`src/rtl/vt52_pkg.sv`:
```
// Shared types and constants for the terminal's PS/2 keyboard receive path.
package vt52_pkg;

    typedef enum logic [1:0] {
        IDLE,
        DATA,
        PARITY,
        STOP
    } ps2_state_t;

    localparam int         PS2_FRAME_BITS = 11;
    localparam logic [7:0] PS2_PREFIX_EXT = 8'hE0;
    localparam logic [7:0] PS2_PREFIX_BRK = 8'hF0;

endpackage

```
`src/rtl/ps2_line_filter.sv`:
```
// PS/2 clock line conditioning: synchroniser, level filter, falling-edge strobe.
module ps2_line_filter #(
    parameter int SYNC_STAGES = 3,
    parameter int FILTER_LEN  = 8
) (
    input  logic clk,
    input  logic rstn,
    input  logic line_i,
    output logic fall_o
);

    localparam int FW = $clog2(FILTER_LEN + 1);

    logic [SYNC_STAGES-1:0] sync_q, sync_d;
    logic                   filt_q, filt_d;
    logic [FW-1:0]          cnt_q, cnt_d;
    logic                   fall_q, fall_d;

    always_comb begin
        sync_d = {sync_q[SYNC_STAGES-2:0], line_i};
        filt_d = filt_q;
        cnt_d  = '0;
        fall_d = 1'b0;
        // Level flips only after FILTER_LEN consecutive disagreeing samples.
        if (sync_q[SYNC_STAGES-1] != filt_q) begin
            if (cnt_q == FW'(FILTER_LEN - 1)) begin
                filt_d = ~filt_q;
                fall_d = filt_q;
            end else begin
                cnt_d = cnt_q + FW'(1);
            end
        end
    end

    always_ff @(posedge clk or negedge rstn) begin
        if (!rstn) begin
            sync_q <= '1;
            filt_q <= 1'b1;
            cnt_q  <= '0;
            fall_q <= 1'b0;
        end else begin
            sync_q <= sync_d;
            filt_q <= filt_d;
            cnt_q  <= cnt_d;
            fall_q <= fall_d;
        end
    end

    assign fall_o = fall_q;

endmodule

```
`src/rtl/ps2_keyboard_rx.sv`:
```
// PS/2 keyboard receiver presenting scancodes as one-byte AXI-stream beats.
// Define PS2_MAKEBREAK_EN to fold E0/F0 prefixes into tuser {break, extended}.
module ps2_keyboard_rx
    import vt52_pkg::*;
#(
    parameter int SYNC_STAGES    = 3,
    parameter int FILTER_LEN     = 8,
    parameter int TIMEOUT_CYCLES = 50000
) (
    input  logic       clk,
    input  logic       rstn,
    input  logic       ps2_clk,
    input  logic       ps2_data,
    output logic [7:0] m_axis_tdata,
    output logic [1:0] m_axis_tuser,
    output logic       m_axis_tvalid,
    input  logic       m_axis_tready,
    output logic       parity_error,
    output logic       frame_error,
    output logic       overrun
);

    localparam int TW = $clog2(TIMEOUT_CYCLES);

    logic                   fall;
    logic                   din;
    logic [SYNC_STAGES-1:0] dsync_q, dsync_d;

    ps2_state_t state_q, state_d;
    logic [2:0]    bitcnt_q, bitcnt_d;
    logic [7:0]    sr_q, sr_d;
    logic          par_q, par_d;
    logic [TW-1:0] tcnt_q, tcnt_d;
    logic [7:0]    tdata_q, tdata_d;
    logic          tvalid_q, tvalid_d;
    logic          perr_q, perr_d;
    logic          ferr_q, ferr_d;
    logic          ovr_q, ovr_d;
    logic          done;
    logic          deliver;
    logic [1:0]    flags;

`ifdef PS2_MAKEBREAK_EN
    logic       ext_q, ext_d;
    logic       brk_q, brk_d;
    logic [1:0] tuser_q, tuser_d;
`endif

    ps2_line_filter #(
        .SYNC_STAGES(SYNC_STAGES),
        .FILTER_LEN (FILTER_LEN)
    ) u_clk_filt (
        .clk   (clk),
        .rstn  (rstn),
        .line_i(ps2_clk),
        .fall_o(fall)
    );

    assign dsync_d = {dsync_q[SYNC_STAGES-2:0], ps2_data};
    assign din     = dsync_q[SYNC_STAGES-1];

    always_comb begin
        state_d  = state_q;
        bitcnt_d = bitcnt_q;
        sr_d     = sr_q;
        par_d    = par_q;
        tcnt_d   = tcnt_q;
        perr_d   = 1'b0;
        ferr_d   = 1'b0;
        done     = 1'b0;

        unique case (state_q)
            IDLE: begin
                tcnt_d = '0;
                if (fall) begin
                    if (!din) begin
                        state_d  = DATA;
                        bitcnt_d = '0;
                    end else begin
                        ferr_d = 1'b1;
                    end
                end
            end
            DATA: begin
                if (fall) begin
                    sr_d = {din, sr_q[7:1]};
                    if (bitcnt_q == 3'd7) begin
                        state_d = PARITY;
                    end else begin
                        bitcnt_d = bitcnt_q + 3'd1;
                    end
                end
            end
            PARITY: begin
                if (fall) begin
                    par_d   = din;
                    state_d = STOP;
                end
            end
            STOP: begin
                if (fall) begin
                    state_d = IDLE;
                    if (!din) begin
                        ferr_d = 1'b1;
                    end else if (^{sr_q, par_q} == 1'b0) begin
                        perr_d = 1'b1;
                    end else begin
                        done = 1'b1;
                    end
                end
            end
            default: state_d = IDLE;
        endcase

        if (state_q != IDLE && !fall) begin
            if (tcnt_q == TW'(TIMEOUT_CYCLES - 1)) begin
                state_d = IDLE;
                ferr_d  = 1'b1;
                tcnt_d  = '0;
            end else begin
                tcnt_d = tcnt_q + TW'(1);
            end
        end else if (fall) begin
            tcnt_d = '0;
        end
    end

    always_comb begin
        tdata_d  = tdata_q;
        tvalid_d = tvalid_q;
        ovr_d    = 1'b0;
`ifdef PS2_MAKEBREAK_EN
        ext_d    = ext_q;
        brk_d    = brk_q;
        tuser_d  = tuser_q;
        flags    = {brk_q, ext_q};
        deliver  = done && sr_q != PS2_PREFIX_EXT
                        && sr_q != PS2_PREFIX_BRK;
        if (done && sr_q == PS2_PREFIX_EXT) ext_d = 1'b1;
        if (done && sr_q == PS2_PREFIX_BRK) brk_d = 1'b1;
        if (deliver || perr_d || ferr_d) begin
            ext_d = 1'b0;
            brk_d = 1'b0;
        end
`else
        flags    = 2'b00;
        deliver  = done;
`endif
        if (tvalid_q && m_axis_tready) tvalid_d = 1'b0;
        // Single-entry buffer: a byte arriving while it is still held is lost.
        if (deliver) begin
            if (!tvalid_q || m_axis_tready) begin
                tdata_d  = sr_q;
                tvalid_d = 1'b1;
`ifdef PS2_MAKEBREAK_EN
                tuser_d  = flags;
`endif
            end else begin
                ovr_d = 1'b1;
            end
        end
    end

    always_ff @(posedge clk or negedge rstn) begin
        if (!rstn) begin
            dsync_q  <= '1;
            state_q  <= IDLE;
            bitcnt_q <= '0;
            sr_q     <= '0;
            par_q    <= 1'b0;
            tcnt_q   <= '0;
            tdata_q  <= '0;
            tvalid_q <= 1'b0;
            perr_q   <= 1'b0;
            ferr_q   <= 1'b0;
            ovr_q    <= 1'b0;
        end else begin
            dsync_q  <= dsync_d;
            state_q  <= state_d;
            bitcnt_q <= bitcnt_d;
            sr_q     <= sr_d;
            par_q    <= par_d;
            tcnt_q   <= tcnt_d;
            tdata_q  <= tdata_d;
            tvalid_q <= tvalid_d;
            perr_q   <= perr_d;
            ferr_q   <= ferr_d;
            ovr_q    <= ovr_d;
        end
    end

`ifdef PS2_MAKEBREAK_EN
    always_ff @(posedge clk or negedge rstn) begin
        if (!rstn) begin
            ext_q   <= 1'b0;
            brk_q   <= 1'b0;
            tuser_q <= 2'b00;
        end else begin
            ext_q   <= ext_d;
            brk_q   <= brk_d;
            tuser_q <= tuser_d;
        end
    end

    assign m_axis_tuser = tuser_q;
`else
    assign m_axis_tuser = 2'b00;
`endif

    assign m_axis_tdata  = tdata_q;
    assign m_axis_tvalid = tvalid_q;
    assign parity_error  = perr_q;
    assign frame_error   = ferr_q;
    assign overrun       = ovr_q;

endmodule

```
`config.mk`:
```
export PLATFORM = sky130hd
export DESIGN_NAME = ps2_keyboard_rx
export DESIGN_NICKNAME = d
export VERILOG_FILES = /design/src/rtl/vt52_pkg.sv /design/src/rtl/ps2_line_filter.sv /design/src/rtl/ps2_keyboard_rx.sv
export SDC_FILE = /design/constraint.sdc
export NUM_CORES = 1
export LEC_CHECK = 0
export BUFFER_PORTS_ARGS = -buffer_cell sky130_fd_sc_hd__buf_2
export CAP_MARGIN = 20
export CORE_MARGIN = 4
export CORE_UTILIZATION = 32
export DETAILED_ROUTE_END_ITERATION = 8
export PLACE_DENSITY = 0.52
export SLEW_MARGIN = 20
export SYNTH_ARGS = -nofsm -noshare
export SYNTH_HDL_FRONTEND = slang
export SYNTH_SLANG_ARGS = --single-unit
```
`constraint.sdc`:
```
create_clock -name clk -period 1.8 [get_ports clk]
set_input_delay 0.54 -clock clk [delete_from_list [all_inputs] [get_ports clk]]
set_output_delay 0.54 -clock clk [all_outputs]
set_load 0.03 [all_outputs]
```
# Word level (Yosys, flattened, before mapping)
# Cells that the tools add are included.
[totals]
regBits = 54
latchBits = 0
ram_bits = 0
romBits = 0
input_bits = 5
out_inout_bits = 14
word_cells = 87
n_memories = 0
[op_classes]
addsub = 3
mul = 0
div = 0
magnitude_cmp = 0
n_eq_ne = 11
shift = 0
mux = 42
bitwise_logic = 1
n_reduce_logical = 15
[ops]
columns = ["cell", "count"]
rows = [
  ["$mux W16", 4],
  ["$mux W1", 21],
  ["$add A16 B1 Y16 const B", 1],
  ["$eq A16 B16 Y1 const B", 1],
  ["$mux W2", 8],
  ["$mux W3", 4],
  ["$reduce_xor A9 Y1", 1],
  ["$mux W4", 2],
  ["$pmux W2 S4", 1],
  ["$reduce_and A2 Y1", 4],
  ["$pmux W3 S2", 1],
  ["$reduce_and A5 Y1", 1],
  ["$add A4 B1 Y4 const B", 1],
  ["$eq A2 B2 Y1 const B", 2],
  ["$eq A4 B3 Y1 const B", 1],
  ["$ne A2 B1 Y1 const B", 2],
  ["$ne A2 B2 Y1 const B", 2],
  ["$reduce_bool A2 Y1", 2],
  ["$add A3 B1 Y3 const B", 1],
  ["$eq A3 B3 Y1 const B", 1],
  ["$reduce_bool A3 Y1", 1],
  ["$eq A2 B1 Y1 const B", 1],
  ["$logic_and A1 B1 Y1", 2],
  ["$logic_not A1 Y1", 2],
  ["5 further kinds", 5],
]

# Depth between registers and ports, before layout
[logic_depth]
word_depth = 6
ltp_mapped = 7
depth_no_buf = 6

# Modules after synthesis
# From an unflattened synthesis, not the netlist that was laid out.
[hier_totals]
hier_cells = 207
area_unflattened_um2 = 2474.9
[by_module_without_submodules]
columns = ["module", "instances", "cells_per_inst", "area_per_inst_um2", "seq_area_each_um2"]
rows = [
  ["ps2_keyboard_rx", 1, 185, 2137.0, 1129.8],
  ["ps2_line_filter", 1, 22, 337.8, 230.2],
]

# Worst setup path after synthesis
# No wires, ideal clock.
[synth_path]
path_kind = "register to register"
startpoint = "register sr_q[1]"
endpoint = "register tdata_q[0], in the netlist m_axis_tdata[0]"
setup_ps = 125
arrival_ps = 1670
required_ps = 1675
path_slack_ps = 5
path_stages_with_launch = 5
path_buffers = 0
synth_period_minus_slack_ps = 1795
cell_sequence = "dfrtp_1 -> xor2_1 -> xnor3_2 -> mux2i_4 -> mux2_2"
[synth_via]
elab_chain_cells = 6
[synth_lines]
columns = ["item", "line_no", "rtl"]
rows = [
  ["start, declared", "ps2_keyboard_rx.sv:31", "logic [7:0] sr_q, sr_d;"],
  ["start signal, assigned", "ps2_keyboard_rx.sv:181", "sr_q <= sr_d;"],
  ["$reduce_xor A9 Y1", "ps2_keyboard_rx.sv:105", "end else if (^{sr_q, par_q} == 1'b0) begin"],
  ["$mux W1", "ps2_keyboard_rx.sv:105", ""],
  ["$mux W1", "ps2_keyboard_rx.sv:103", "if (!din) begin"],
  ["$mux W1", "ps2_keyboard_rx.sv:101", "if (fall) begin"],
  ["$mux W1", "ps2_keyboard_rx.sv:72", "unique case (state_q)"],
  ["$reduce_and A2 Y1 (no line)", "n/a", ""],
  ["end signal, assigned", "ps2_keyboard_rx.sv:184", "tdata_q <= tdata_d;"],
  ["end, declared", "ps2_keyboard_rx.sv:34", "logic [7:0] tdata_q, tdata_d;"],
]
# Every way passes these cells.
# A chain may end at the register's enable or synchronous reset.

# Worst setup path in the final report
[layout_path]
startpoint = "register sr_q[1]"
endpoint = "register tdata_q[2], in the netlist m_axis_tdata[2]"
# The elaborated chain is that of the path after synthesis.

==> impl_summary.txt <==
----------------------------------------------------
[Route]
  Starting DRT DRC Count ... 43
  DRC violations left ... 0
  Vias ... 1630
  Average routed wire per standard cell ... 12.2 µm
  Routed Wire Length ... 4.32 mm
  Antenna-violating nets left ... 0
  Detailed-routing iteration count for the pre-antenna-repair pass ... 4
  Per-cell via count in the routed design ... 4.62

[Global route]
  Grt total ovfl ... 0
  Number of global-route vias before repair ... 1624
  Met3 Resource Use GR ... 1.88%
  Pin count of the biggest net entering global routing ... 21
  Global-route wire length before repair ... 7.56 mm
  Global-route met2 utilization ... 15.7%
  All-layer global routing usage ... 10.5%
  Met1 demand-to-capacity share in global routing ... 14.7%
  Layer with the highest usage ... met2
  Number of antenna violations at the first check in global routing ... 0

[Power and ir drop]
  Lkg Pwr ... 1.43 nW
  Power per unit of standard cell area ... 919 mW/mm²
  Peak supply drop ... 0.000392 V
  Total chip power ... 2.77 mW

[Final layout]
  Final Cell Area ... 0.00301 mm²
  Final antenna diode count ... 0
  Ratio of cells with drive above 1 in the final layout ... 31.5%
  Area Growth Syn to Fin ... 21.9%
  Layout net count ... 267

[Timing]
  Clock Skew ... 7.53 ps
  Minimum period implied by the final worst setup slack ... 1820 ps
  Worst Setup Slack, final ... -18.4 ps
  Period Utilization, post-route ... 101%
  Achievable frequency ... 550 MHz
  Final count of negative-setup-slack endpoints ... 8
  Final Max Tran Viols ... 0
  Setup repair after global routing missed its margin ... yes
  Final hold violations ... 0

[Clock network]
  Number of hold buffers added after CTS ... 0
  Clock Path Buffers ... 2
  # H-tree levels ... 2
  Clock slew at reported path FFs ... 100 ps
  Root buffer cell ... sky130_fd_sc_hd__clkbuf_8
  Later-pin clock latency in the skew report ... 300 ps
  Number of clock sinks ... 54
  CTS tree ... done
  Total clock buffers created by CTS ... 5

[Yosys]
  Proportion of netlist area held by the largest area contributor ... 47.6%
  Total standard cell area after synthesis ... 0.00247 mm²
  Most common flop cell mapped by yosys ... sky130_fd_sc_hd__dfrtp_1
  Avg Cell Area, Syn ... 11.9 µm²
  Cell variety after synth ... 41
  Number of synthesized flops with an enable pin ... 0
  Seq/Total Area, Yosys ... 55.1%
  Synthesized flop and latch total ... 54
  YS warnings ... 0
  Cell type with the highest aggregate area in the netlist ... sky130_fd_sc_hd__dfrtp_1
  Top cells by area, synth ... sky130_fd_sc_hd__dfrtp_1 (48%), sky130_fd_sc_hd__mux2_2 (8.2%), sky130_fd_sc_hd__dfstp_2 (7.5%)
  Synth cell count leaders ... sky130_fd_sc_hd__dfrtp_1 (47), sky130_fd_sc_hd__mux2_2 (18), sky130_fd_sc_hd__nor2_1 (16)
  Dominant cell by count in the synthesized netlist ... sky130_fd_sc_hd__dfrtp_1
  Fraction of registers with async set or reset after synthesis ... 100%
  Number of standard cells after synthesis ... 207

[Critical path]
  Endpoint arrival time on the critical path ... 2010 ps
  Sort of element at the start of the critical path ... flip-flop
  Worst-path fanout max ... 6
  Setup Crit Path Kind ... flip-flop to flip-flop
  Category of the worst setup path capture point ... flip-flop
  Register-to-register path setup slack ... -20 ps
  Required arrival time at the worst endpoint ... 2000 ps

[Die]
  Ports placed on the boundary ... 19
  Core Footprint ... 0.00737 mm²
  Die span in y ... 95.8 µm
  Floorplan row count ... 31
  Starting Density ... 33.5%
  Die footprint ... 0.00918 mm²
  Die X-Extent ... 95.8 µm

[Job]
  Max cap viols ... 0

[Placed design]
  Final Wtd Congestion ... 0.765
  Count of input and output buffers ... 16
  Half-perimeter wire length of the detailed placement result ... 3.11 mm
  Cell area reported after detailed placement ... 0.00286 mm²

[Run status]
  Violations in the final reports ... setup timing
  Run status ... finished, violations left

[Min path]
  HP Class ... primary input to async pin

----------------------------------------------------
-- timing repair --
item / 4_1_cts / 5_1_grt
setup endpoints to repair: 8 / 9
setup buffers: 3 / 1
gates resized for setup: 1 / 1
-- layout make-up --
cell class              instances  area, µm²
well taps                      99        124
clock buffers                   7       86.3
multi-input cells             143       1060
fillers                       733       4360
clock inverters                 1       30.0
repair buffers                 43        324
flip-flops and latches         54       1360
inverters                       6       22.5
-- layout by cell type, fill, tap and decap left out, types with 2 or more instances in the layout --
cell type	instances
sky130_fd_sc_hd__dfstp_2	7
sky130_fd_sc_hd__dfrtp_1	47
sky130_fd_sc_hd__conb_1	2
sky130_fd_sc_hd__nand3_1	8
sky130_fd_sc_hd__mux2_2	18
sky130_fd_sc_hd__nand2_1	12
sky130_fd_sc_hd__buf_12	3
sky130_fd_sc_hd__xor2_1	6
sky130_fd_sc_hd__nand2b_1	2
sky130_fd_sc_hd__nand4_1	6
sky130_fd_sc_hd__xnor2_1	13
sky130_fd_sc_hd__nor2_1	16
sky130_fd_sc_hd__clkbuf_8	6
sky130_fd_sc_hd__or2_2	2
sky130_fd_sc_hd__and3_1	4
sky130_fd_sc_hd__ha_1	9
sky130_fd_sc_hd__nor2b_1	4
sky130_fd_sc_hd__buf_4	23
sky130_fd_sc_hd__nor3b_1	3
sky130_fd_sc_hd__a21oi_1	5
sky130_fd_sc_hd__buf_2	16
sky130_fd_sc_hd__o21ai_0	6
sky130_fd_sc_hd__nor3_1	8
sky130_fd_sc_hd__inv_1	6
sky130_fd_sc_hd__nor4bb_1	2
-- per-stage QoR --
stage	setup TNS, ps	util (%)	hold slack [ps]	worst slack (ps)	std cells
after global routing	-666	40.8	180	-89.8	353
after detailed placement	-610	38.8	349	-80.9	341
after CTS	-134	40.7	172	-22.7	352
after floorplan	0	-	244	5.40	208
after global placement	-476	38.8	347	-60.1	341
final	-120	40.8	165	-18.4	353
-- logic make-up (layout without fill, tap and decap cells) --
| logic type | count (synthesis) | in the layout | share of synthesized area (%) |
|---|---|---|---|
| buffers and inverters | 11 | 57 | 2.03 |
| other | 1 | 2 | 0.152 |
| AO/OA/AOI/OAI | 19 | 19 | 4.82 |
| adder cells (fa/ha/maj) | 9 | 9 | 4.56 |
| XOR/XNOR | 21 | 21 | 8.62 |
| multiplexers | 19 | 19 | 9.12 |
| flip-flops | 54 | 54 | 55.1 |
| AND/OR/NAND/NOR | 73 | 73 | 15.6 |
-- worst paths after layout --
kind                                       from                    to  cells past startpoint
setup / recovery                        sr_q[1]       m_axis_tdata[2]                      5
hold / removal                             rstn            tcnt_q[11]                      1
setup reg to reg                        sr_q[1]       m_axis_tdata[2]                      5
hold reg to reg            u_clk_filt.sync_q[1]  u_clk_filt.sync_q[2]                      0
max in group asynchronous                  rstn            dsync_q[2]                      2
min in group clk                       ps2_data            dsync_q[0]                      1
-- registers in the layout, indices dropped and copies added, names as in the netlist, 2 cells and up --
signal / flops
sr_q: 8
m_axis_tdata: 8
u_clk_filt.cnt_q: 4
u_clk_filt.sync_q: 3
dsync_q: 3
bitcnt_q: 3
tcnt_q: 16
state_q: 2
-- report_power, final --
part	internal (mW)	total [mW]	switching, mW
Clock	0.454	0.841	0.387
Sequential	1.33	1.41	0.0836
Combinational	0.247	0.514	0.268
Total	2.03	2.77	0.738
-- routing by layer --
metal	vias up	part of all wire [%]
li1	813	-
met1	797	52
met2	14	43
met3	6	2.4
met4	0	2.0
met5	-	0
-- worst max-delay path, stage by stage (launching register included) --
cell	delay, ps
sky130_fd_sc_hd__dfrtp_1	390
sky130_fd_sc_hd__xor2_1	160
sky130_fd_sc_hd__xnor3_2	430
sky130_fd_sc_hd__mux2i_4	250
sky130_fd_sc_hd__buf_6	150
sky130_fd_sc_hd__mux2_2	330
(Power assumes the default switching activity.)
